### config.mk
export PLATFORM = sky130hd
export DESIGN_NAME = uart_rx_cfg
export DESIGN_NICKNAME = d
export VERILOG_FILES = /design/src/rtl/uart_rx_cfg.sv
export SDC_FILE = /design/constraint.sdc
export NUM_CORES = 1
export LEC_CHECK = 0
export ABC_AREA = 1
export ABC_CLOCK_PERIOD_IN_PS = 4450
export CAP_MARGIN = 20
export CORE_UTILIZATION = 45
export DETAILED_ROUTE_END_ITERATION = 16
export GPL_TIMING_DRIVEN = 0
export PLACE_DENSITY_LB_ADDON = 0.05
export SLEW_MARGIN = 10
export SYNTH_ARGS = -nofsm -noshare
export SYNTH_HDL_FRONTEND = slang
export SYNTH_SLANG_ARGS = --single-unit
### constraint.sdc
create_clock -name clk -period 4.45 [get_ports clk]
set_input_delay 0.89 -clock clk [delete_from_list [all_inputs] [get_ports clk]]
set_output_delay 0.89 -clock clk [all_outputs]
set_load 0.01 [all_outputs]
### src/rtl/uart_rx_cfg.sv
// Configurable UART receiver: 2-flop synchronizer, mid-bit sampling, optional parity,
// one or two stop bits, and a WAIT_HI state that holds off restarts on a broken line.
module uart_rx_cfg #(
    parameter int CLK_DIV   = 5208,
    parameter int DATA_BITS = 8,
    parameter int PARITY    = 0,
    parameter int STOP_BITS = 1
) (
    input  logic                 clk,
    input  logic                 rst,
    input  logic                 rx,
    output logic [DATA_BITS-1:0] rx_data,
    output logic                 rx_valid,
    output logic                 parity_err,
    output logic                 frame_err,
    output logic                 busy
);
    localparam int CW = $clog2(CLK_DIV);
    localparam logic [CW-1:0] BAUD_MAX  = CW'(CLK_DIV - 1);
    localparam logic [CW-1:0] HALF_MAX  = CW'(CLK_DIV / 2 - 1);
    localparam logic [3:0]    DATA_LAST = 4'(DATA_BITS - 1);
    localparam logic [3:0]    STOP_LAST = 4'(STOP_BITS - 1);
    localparam logic          ODD       = (PARITY == 2);

    localparam logic [2:0] S_IDLE    = 3'd0;
    localparam logic [2:0] S_START   = 3'd1;
    localparam logic [2:0] S_DATA    = 3'd2;
    localparam logic [2:0] S_PAR     = 3'd3;
    localparam logic [2:0] S_STOP    = 3'd4;
    localparam logic [2:0] S_WAIT_HI = 3'd5;

    logic                 sync1_q, sync2_q, rxs;
    logic [2:0]           state_q, state_d;
    logic [CW-1:0]        baud_q, baud_d;
    logic [3:0]           bit_q, bit_d;
    logic [DATA_BITS-1:0] shift_q, shift_d;
    logic                 perr_pend_q, perr_pend_d;
    logic                 ferr_pend_q, ferr_pend_d;
    logic [DATA_BITS-1:0] rx_data_q, rx_data_d;
    logic                 rx_valid_q, rx_valid_d;
    logic                 parity_err_q, parity_err_d;
    logic                 frame_err_q, frame_err_d;
    logic                 ferr_now;

    assign rxs = sync2_q;

    always_comb begin
        state_d      = state_q;
        baud_d       = baud_q;
        bit_d        = bit_q;
        shift_d      = shift_q;
        perr_pend_d  = perr_pend_q;
        ferr_pend_d  = ferr_pend_q;
        rx_data_d    = rx_data_q;
        rx_valid_d   = 1'b0;
        parity_err_d = parity_err_q;
        frame_err_d  = frame_err_q;
        ferr_now     = ferr_pend_q | ~rxs;
        case (state_q)
            S_IDLE: begin
                if (!rxs) begin
                    state_d = S_START;
                    baud_d  = '0;
                end
            end
            S_START: begin
                if (baud_q == HALF_MAX) begin
                    baud_d      = '0;
                    bit_d       = '0;
                    perr_pend_d = 1'b0;
                    ferr_pend_d = 1'b0;
                    // A start bit that is high again at its centre was only a glitch.
                    state_d     = rxs ? S_IDLE : S_DATA;
                end else begin
                    baud_d = baud_q + CW'(1);
                end
            end
            S_DATA: begin
                if (baud_q == BAUD_MAX) begin
                    baud_d  = '0;
                    shift_d = {rxs, shift_q[DATA_BITS-1:1]};
                    if (bit_q == DATA_LAST) begin
                        bit_d   = '0;
                        state_d = (PARITY != 0) ? S_PAR : S_STOP;
                    end else begin
                        bit_d = bit_q + 4'd1;
                    end
                end else begin
                    baud_d = baud_q + CW'(1);
                end
            end
            S_PAR: begin
                if (baud_q == BAUD_MAX) begin
                    baud_d      = '0;
                    bit_d       = '0;
                    perr_pend_d = ((^shift_q) ^ rxs) != ODD;
                    state_d     = S_STOP;
                end else begin
                    baud_d = baud_q + CW'(1);
                end
            end
            S_STOP: begin
                if (baud_q == BAUD_MAX) begin
                    baud_d = '0;
                    if (bit_q == STOP_LAST) begin
                        bit_d        = '0;
                        rx_data_d    = shift_q;
                        rx_valid_d   = 1'b1;
                        parity_err_d = perr_pend_q;
                        frame_err_d  = ferr_now;
                        // Leaving mid-stop-bit lets a back-to-back start edge be caught.
                        state_d      = ferr_now ? S_WAIT_HI : S_IDLE;
                    end else begin
                        bit_d       = bit_q + 4'd1;
                        ferr_pend_d = ferr_now;
                    end
                end else begin
                    baud_d = baud_q + CW'(1);
                end
            end
            S_WAIT_HI: begin
                if (rxs) state_d = S_IDLE;
            end
            default: state_d = S_IDLE;
        endcase
    end

    always_ff @(posedge clk or negedge rst) begin
        if (!rst) begin
            sync1_q      <= 1'b1;
            sync2_q      <= 1'b1;
            state_q      <= S_IDLE;
            baud_q       <= '0;
            bit_q        <= '0;
            shift_q      <= '0;
            perr_pend_q  <= 1'b0;
            ferr_pend_q  <= 1'b0;
            rx_data_q    <= '0;
            rx_valid_q   <= 1'b0;
            parity_err_q <= 1'b0;
            frame_err_q  <= 1'b0;
        end else begin
            sync1_q      <= rx;
            sync2_q      <= sync1_q;
            state_q      <= state_d;
            baud_q       <= baud_d;
            bit_q        <= bit_d;
            shift_q      <= shift_d;
            perr_pend_q  <= perr_pend_d;
            ferr_pend_q  <= ferr_pend_d;
            rx_data_q    <= rx_data_d;
            rx_valid_q   <= rx_valid_d;
            parity_err_q <= parity_err_d;
            frame_err_q  <= frame_err_d;
        end
    end

    assign rx_data    = rx_data_q;
    assign rx_valid   = rx_valid_q;
    assign parity_err = parity_err_q;
    assign frame_err  = frame_err_q;
    assign busy       = (state_q != S_IDLE);
endmodule
==> impl_results.md, run 1 <==
- PwrDens: 240.9 nW/µm²
- Syn Inst Count: between 300 and 400
- First-pass GRT wire length: 8162 µm
- CP max stage cell: clkdlybuf4s50_1
- DR WL/cell: 12.20 µm
- Final ANT Viol Nets: 0
- IO Port Bufs: 14
- Synth top area cells: dfrtp_1 43%, nand2_1 15%, inv_1 5.5%, nand3_1 5.2%, o21ai_0 4.6%
- Yosys top cell by area: dfrtp_1
- Startpoint types: flop
- Setup crit end kind: output pin
- Fillers: approximately 520
- WP data required: around 3.6 ns
- Final setup TNS: 0 ns
- P_int: 0.5054 mW
- #FFs+latches synth: 43
- Detail Placement HPWL: 3773 µm
- Via density: 4.933
- Skew final: 0.01024 ns
- Sequential power share: 0.599
- Clock Path Buffers: 2
- Outcome: complete, no violations
- Commonest cells after routing, fill and taps aside: 93 x nand2_1, 41 x dfrtp_1, 35 x inv_1, 25 x nor2_1, 25 x nand3_1
- VDD IR-drop max: 110.1 µV
- Row count: 26
- Min-delay worst type: flop to flop
- Area of the die: 5612 µm²
- Pin count of the biggest net entering global routing: 27
- Antenna violations before repair: 0
- Gr ovfl total: 0
- Ports: 15
- Final core utilization: 0.5326
- Antenna cells: 0
- Routability cong.: 0.8454
- CTS tree: done
- Lkg Pwr: approximately 1.3 nW
- Sequential fraction of the synthesis area: 0.4508
- Die height: 74.91 µm
- Ys Warns: 0
- Minimum clock period: 2.396 ns
- P_sw: 0.1498 mW
- Core area: 5107 µm²
- Area grow syn2layout: 13.70%
- DRT Wirelength: 4892 µm
- Initial Utilization: 0.4684
- Mapped Area: approximately 2400 µm²
- RSZ-0062 raised after global routing: false
- Endpoints failing hold: 0
- Clock latency on the worst-skew pair: 0.30 ns
- Cts repair resizes: 0
- Nets: 336
- Final Slew Violations: 0
- Highest net fanout along the worst path: 5
- CP cell instances: inv_2 > nand2_2 > clkdlybuf4s50_1
- Clock transition at path regs: 0.08 ns
- Critical path class: flop to output pin
- Relative slew slack: 0.6355
- Worst EP arrival: 1.51 ns
- CP peak stage delay: 0.55 ns
- Share of layout cells above drive strength 1: 0.1208
- DR vias: 1978
- DRC viols: 0
- Hold-fix buffers at CTS: 0
- Share of the synthesized area in the top cell type: 0.4289
- Most common library cell in the layout ignoring fill and taps: nand2_1
- Root buf cell: clkbuf_8
- Gr usage total: 0.1983
- Setup Fix Bufs, Post-CTS: 0
- Die X: 74.91 µm
- CTS Buf Count: 5
- Fmax: 0.4174 GHz
- Mapped Avg Cell Area: just under 8 µm²
- Synth unique cells: 27
- Final Cycle Share: 0.5384
- Clk pwr share: 0.380
- Pre-antenna DRT Iters: 4
- Combinational group share of total power: 0.021
- Syn Nets: 314
- Switching part of the total power: 0.2286
- Sink Count: 43
- H-tree depth: 2
- Final setup vio count: 0
- Vias in the first global route: between 1500 and 2000
- Initial DRC Count: 140
- Slew at the pin closest to its max-slew limit: 0.5426 ns
- Max_cap viols: 0
==> final cells by class <==
| cell class | count | area (µm²) | share of cell area |
|---|---|---|---|
| Clock buffer | 6 | 72.57 | 0.02668 |
| Buffer | 2 | 22.52 | 0.008280 |
| Tap cell | 70 | 87.58 | 0.03220 |
| Timing Repair Buffer | 15 | 155.1 | 0.05704 |
| Sequential cell | 43 | 1079 | 0.3965 |
| Inverter | 41 | 153.9 | 0.05658 |
| Clock inverter | 2 | 12.51 | 0.004600 |
| Multi-Input combinational cell | 222 | 1137 | 0.4181 |
==> synthesized netlist by cell type <==
master and n:
xnor2_1 3, nand3_1 25, nand2_4 5, nand2_2 3, nand2_1 93, nor2_2 1, nand4_1 4, dfrtp_1 41
buf_6 2, inv_1 35, o21ai_2 8, inv_2 6, a21oi_1 4, nor2_1 25, dfstp_2 2, xor2_1 6
o21ai_0 22, o21ai_4 1, and3_4 1, a21boi_0 1, o21ai_1 3, o211ai_1 2, nor3_1 9, nand3b_1 1
nor2_4 1, ha_1 3, nand3_4 1
==> cell families after synthesis <==
family / Yosys count / share of synthesized area
DFF: 43 / 0.4508
AOI/OAI and AO/OA: 41 / 0.1062
and+or+nand+nor: 169 / 0.3206
adders and majority gates: 3 / 0.01569
buffers and inverters: 43 / 0.07375
xor gates and xnor gates: 9 / 0.03295
==> power groups by stage <==
stage | Combinational [mW] | Sequential, mW | Clock (mW)
finish | 0.0138 | 0.392 | 0.249
global placement | 0.0132 | 0.400 | 0
detailed placement | 0.0147 | 0.400 | 0
CTS | 0.0148 | 0.392 | 0.258
floorplan | 0.00248 | 0.400 | 0
global route | 0.0165 | 0.393 | 0.274
==> per-layer routing <==
| metal | global-route usage | up-vias | wire length [µm] |
|---|---|---|---|
| li1 | - | 1029 | - |
| met1 | 0.2762 | 911 | 2471 |
| met2 | 0.2983 | 29 | 2198 |
| met3 | 0.03614 | 9 | 123 |
| met4 | 0.09434 | 0 | 98 |
| met5 | 0 | - | 0 |
==> flip-flops by register name, summed over array words and instances, names as in the netlist, 3 cells and up <==
register,count
baud_q,13
rx_data,8
shift_q,8
bit_q,4
state_q,3
==> worst max-delay path: cells and delay by family, from the launching register on <==
kind	cells	cell delay [ns]
buffers and inverters	2	0.64
DFF	1	0.43
and+or+nand+nor	1	0.13
==> path summary, 6_finish.rpt <==
path	start	endpoint	cells past startpoint	slack, ns
max reg2reg	baud_q[1]	baud_q[2]	8	2.72
max in group asynchronous	rst	rx_data[3]	2	3.46
min	sync1_q	rxs	0	0.36
min reg2reg	sync1_q	rxs	0	0.36
min in group asynchronous	rst	baud_q[4]	1	0.51
max	state_q[2]	busy	3	2.05
==> through the flow <==
step | worst slack (ns) | instance area, µm² | total power [mW] | hold WS (ns) | instances
after CTS | 2.045 | 2720 | 0.6651 | 0.3611 | 401
after global routing | 2.002 | 2720 | 0.6834 | 0.3632 | 401
after global placement | 1.289 | 2620 | 0.4134 | 0.3467 | 392
after detailed placement | 2.390 | 2635 | 0.4149 | 0.3488 | 393
final | 2.054 | 2720 | 0.6552 | 0.3591 | 401
after floorplan | 2.916 | 2392 | 0.4026 | 0.3452 | 308
Note: power is estimated with default switching activity, not from simulation.
==> inputs of run 2 (changes only) <==
--- a/config.mk
+++ b/config.mk
@@ -6,7 +6,7 @@
 export NUM_CORES = 1
 export LEC_CHECK = 0
 export ABC_AREA = 1
-export ABC_CLOCK_PERIOD_IN_PS = 4450
+export ABC_CLOCK_PERIOD_IN_PS = 2480
 export CAP_MARGIN = 20
 export CORE_UTILIZATION = 45
 export DETAILED_ROUTE_END_ITERATION = 16
==> constraint.sdc (replaced) <==
create_clock -name clk -period 2.48 [get_ports clk]
set_input_delay 0.496 -clock clk [delete_from_list [all_inputs] [get_ports clk]]
set_output_delay 0.496 -clock clk [all_outputs]
set_load 0.01 [all_outputs]
==> results of run 2 <==
Same layout as run 1 (identical final DEF). Status: complete, no violations.
Main changes from that run: setup slack after placement 2.390 ns -> 0.7388 ns; setup slack after layout 2.054 ns -> 0.4782 ns; hold slack 0.3591 ns -> 0.1155 ns; register-to-register setup slack 2.72 ns -> 0.75 ns; total power 0.6552 mW -> 1.176 mW; worst IR drop on VDD 110.1 µV -> 197.6 µV
==> inputs of run 3 (changes only) <==
--- a/config.mk
+++ b/config.mk
@@ -6,7 +6,7 @@
 export NUM_CORES = 1
 export LEC_CHECK = 0
 export ABC_AREA = 1
-export ABC_CLOCK_PERIOD_IN_PS = 2480
+export ABC_CLOCK_PERIOD_IN_PS = 1800
 export CAP_MARGIN = 20
 export CORE_UTILIZATION = 45
 export DETAILED_ROUTE_END_ITERATION = 16
==> constraint.sdc (replaced) <==
create_clock -name clk -period 1.8 [get_ports clk]
set_input_delay 0.36 -clock clk [delete_from_list [all_inputs] [get_ports clk]]
set_output_delay 0.36 -clock clk [all_outputs]
set_load 0.01 [all_outputs]
==> impl_results.md, run 3 (synthesized netlist as in run 1, its figures left out) <==
- Minimum clock period: 1.733 ns
- DRC viols: 0 (unchanged)
- Commonest cells after routing, fill and taps aside: 93 x nand2_1, 41 x dfrtp_1, 35 x inv_1, 25 x nor2_1, 25 x nand3_1 (unchanged)
- Antenna violations before repair: 0 (unchanged)
- DRT Wirelength: 4889 µm (was 4892 µm)
- CP peak stage delay: 0.38 ns (was 0.55 ns)
- Buf/Inv on CP: 0 (was 2)
- Hold path start: sync1_q
- Highest net fanout along the worst path: 5 (unchanged)
- Worst EP arrival: 1.91 ns (was 1.51 ns)
- Sequential power share: 0.600 (was 0.599)
- Die height: 74.91 µm (unchanged)
- Combinational group share of total power: 0.022 (was 0.021)
- Initial DRC Count: 144 (was 140)
- Row count: 26 (unchanged)
- DR vias: 1980 (was 1978)
- Sink Count: 43 (unchanged)
- RSZ-0062 raised after global routing: true (was false)
- Clk pwr share: 0.378 (was 0.380)
- Largest Register: baud_q (unchanged)
- Design Area, Final: 2736 µm² (was 2720 µm²)
- IO Port Bufs: 14 (unchanged)
- Final Slew Violations: 0 (unchanged)
- CP cell instances: ha_1 > nand2_1 > nor2_1 > nand3_1 > nand2_2 > nand2_4 > nor2_1 > nor2_1 (was inv_2 > nand2_2 > clkdlybuf4s50_1)
- Antenna cells: 0 (unchanged)
- CTS Buf Count: 5 (unchanged)
- Switching part of the total power: 0.2267 (was 0.2286)
- Area of the die: 5612 µm² (unchanged)
- CTS tree: done (unchanged)
- Root buf cell: clkbuf_8 (unchanged)
- WP data required: 1.98 ns (about the same)
- First-pass GRT wire length: 8162 µm (unchanged)
- Core area: 5107 µm² (unchanged)
- Post-placement cell area: 2635 µm² (unchanged)
- Clock transition at path regs: 0.08 ns (about the same)
- Critical path class: flop to flop (was flop to output pin)
- Share of layout cells above drive strength 1: 0.1231 (was 0.1208)
- Clock Path Buffers: 2 (unchanged)
- Outcome: complete, no violations (unchanged)
- Skew final: 0.009873 ns (was 0.01024 ns)
- Post-Place Worst Slack: 0.05876 ns (was 0.7388 ns)
- Slew at the pin closest to its max-slew limit: 0.5402 ns (was 0.5426 ns)
- Relative slew slack: 0.6371 (was 0.6355)
- Pre-antenna DRT Iters: 4 (unchanged)
- Vias in the first global route: 1807 (unchanged)
- Detail Placement HPWL: 3773 µm (unchanged)
- Reg-to-Reg Start: baud_q[1] (unchanged)
- Crit path launch: baud_q[1] (was state_q[2])
- Area grow syn2layout: 14.38% (was 13.70%)
- Die X: 74.91 µm (unchanged)
- Routability cong.: 0.8454 (unchanged)
- Max_cap viols: 0 (unchanged)
- DR WL/cell: 12.13 µm (was 12.20 µm)
- Endpoints failing hold: 0 (unchanged)
- H-tree depth: 2 (unchanged)
- P_sw: 0.3666 mW (was 0.2688 mW)
- Clock latency on the worst-skew pair: 0.30 ns (about the same)
- Final ANT Viol Nets: 0 (unchanged)
- PwrDens: 591.1 nW/µm² (was 432.2 nW/µm²)
- Most common library cell in the layout ignoring fill and taps: nand2_1 (unchanged)
- Most used cell, CP: nor2_1
- Gr usage total: 0.1983 (unchanged)
- Gr ovfl total: 0 (unchanged)
- Min-delay worst type: flop to flop (was input pin to asynchronous set/reset pin)
- Final setup vio count: 0 (unchanged)
- Fillers: 516 (was 519)
- Nets: 338 (was 336)
- CP max stage cell: dfrtp_1 (was clkdlybuf4s50_1)
- VDD IR-drop max: 272.1 µV (was 197.6 µV)
- Setup crit end kind: flop (was output pin)
- P_int: 1.251 mW (was 0.9069 mW)
- Startpoint types: flop (unchanged)
- Fmax: a little under 0.6 GHz
- Critical path's top delay family: simple AND/OR/NAND/NOR gates (was buffers and inverters)
- Initial Utilization: 0.4684 (unchanged)
- Ports: 15 (unchanged)
- Max FFs per register: 13 (unchanged)
- Pin count of the biggest net entering global routing: 27 (unchanged)
- Final setup margin: 0.06680 ns (was 0.4782 ns)
- Lkg Pwr: 1.301 nW (was 1.294 nW)
- Via density: 4.913 (was 4.933)
- Final Cycle Share: 0.9629
run 3: cell count changes in the layout (fill, tap and decap cells not counted):
cell / change
buf_4: +1
clkdlybuf4s50_1: -1
dlygate4sd2_1: +1
dlygate4sd3_1: +1
run 3: repair_timing:
item,CTS,global route
setup endpoints to repair,1,14
endpoints found under the hold margin,15,0
resized for setup,1,0
hold buffers,1,0
setup buffers,1,0
pin swaps,0,0
run 3: layout make-up:
type                       instances  area (µm²)  area share
multi-input combinational        222        1137      0.4156
sequential                        43        1079      0.3941
timing repair buffer              17       171.4     0.06264
inverter                          41       153.9     0.05624
tap                               70       87.58     0.03201
clock buffer                       6       72.57     0.02652
buffer                             2       22.52    0.008230
clock inverter                     2       12.51    0.004572
run 3: worst paths after layout:
| check | to | slack [ns] | cells after the start |
|---|---|---|---|
| setup / recovery | baud_q[2] | 0.07 | 8 |
| hold / removal | rxs | 0.36 | 0 |
| setup reg to reg | baud_q[2] | 0.07 | 8 |
| hold reg to reg | rxs | 0.36 | 0 |
| max in group asynchronous | rx_data[3] | 0.80 | 3 |
| min in group asynchronous | baud_q[4] | 0.52 | 2 |
run 3: per-stage QoR:
step	util	instances	hold slack (ns)	TNS (ns)	power, mW
2_1_floorplan	-	308	0.06441	0	0.9953
3_3_place_gp	0.5130	392	0.3467	-34.73	1.022
3_5_place_dp	0.5159	393	0.3226	0	1.026
4_1_cts	0.5358	403	0.3611	0	1.646
5_1_grt	0.5358	403	0.3632	-1.047	1.691
6_report	0.5358	403	0.3591	0	1.617
run 3: power by group through the flow:
stage	Sequential [mW]	Clock, mW	Combinational (mW)
global placement	0.989	0	0.0326
finish	0.970	0.612	0.0357
detailed placement	0.989	0	0.0364
floorplan	0.989	0	0.00613
global route	0.971	0.678	0.0427
CTS	0.970	0.638	0.0383
run 3: layer usage:
metal,GRT usage,vias to the layer above,share of wire
met5,0,-,0
met4,0.09434,0,0.020
met2,0.2983,22,0.45
li1,-,1029,-
met1,0.2762,920,0.51
met3,0.03614,9,0.022
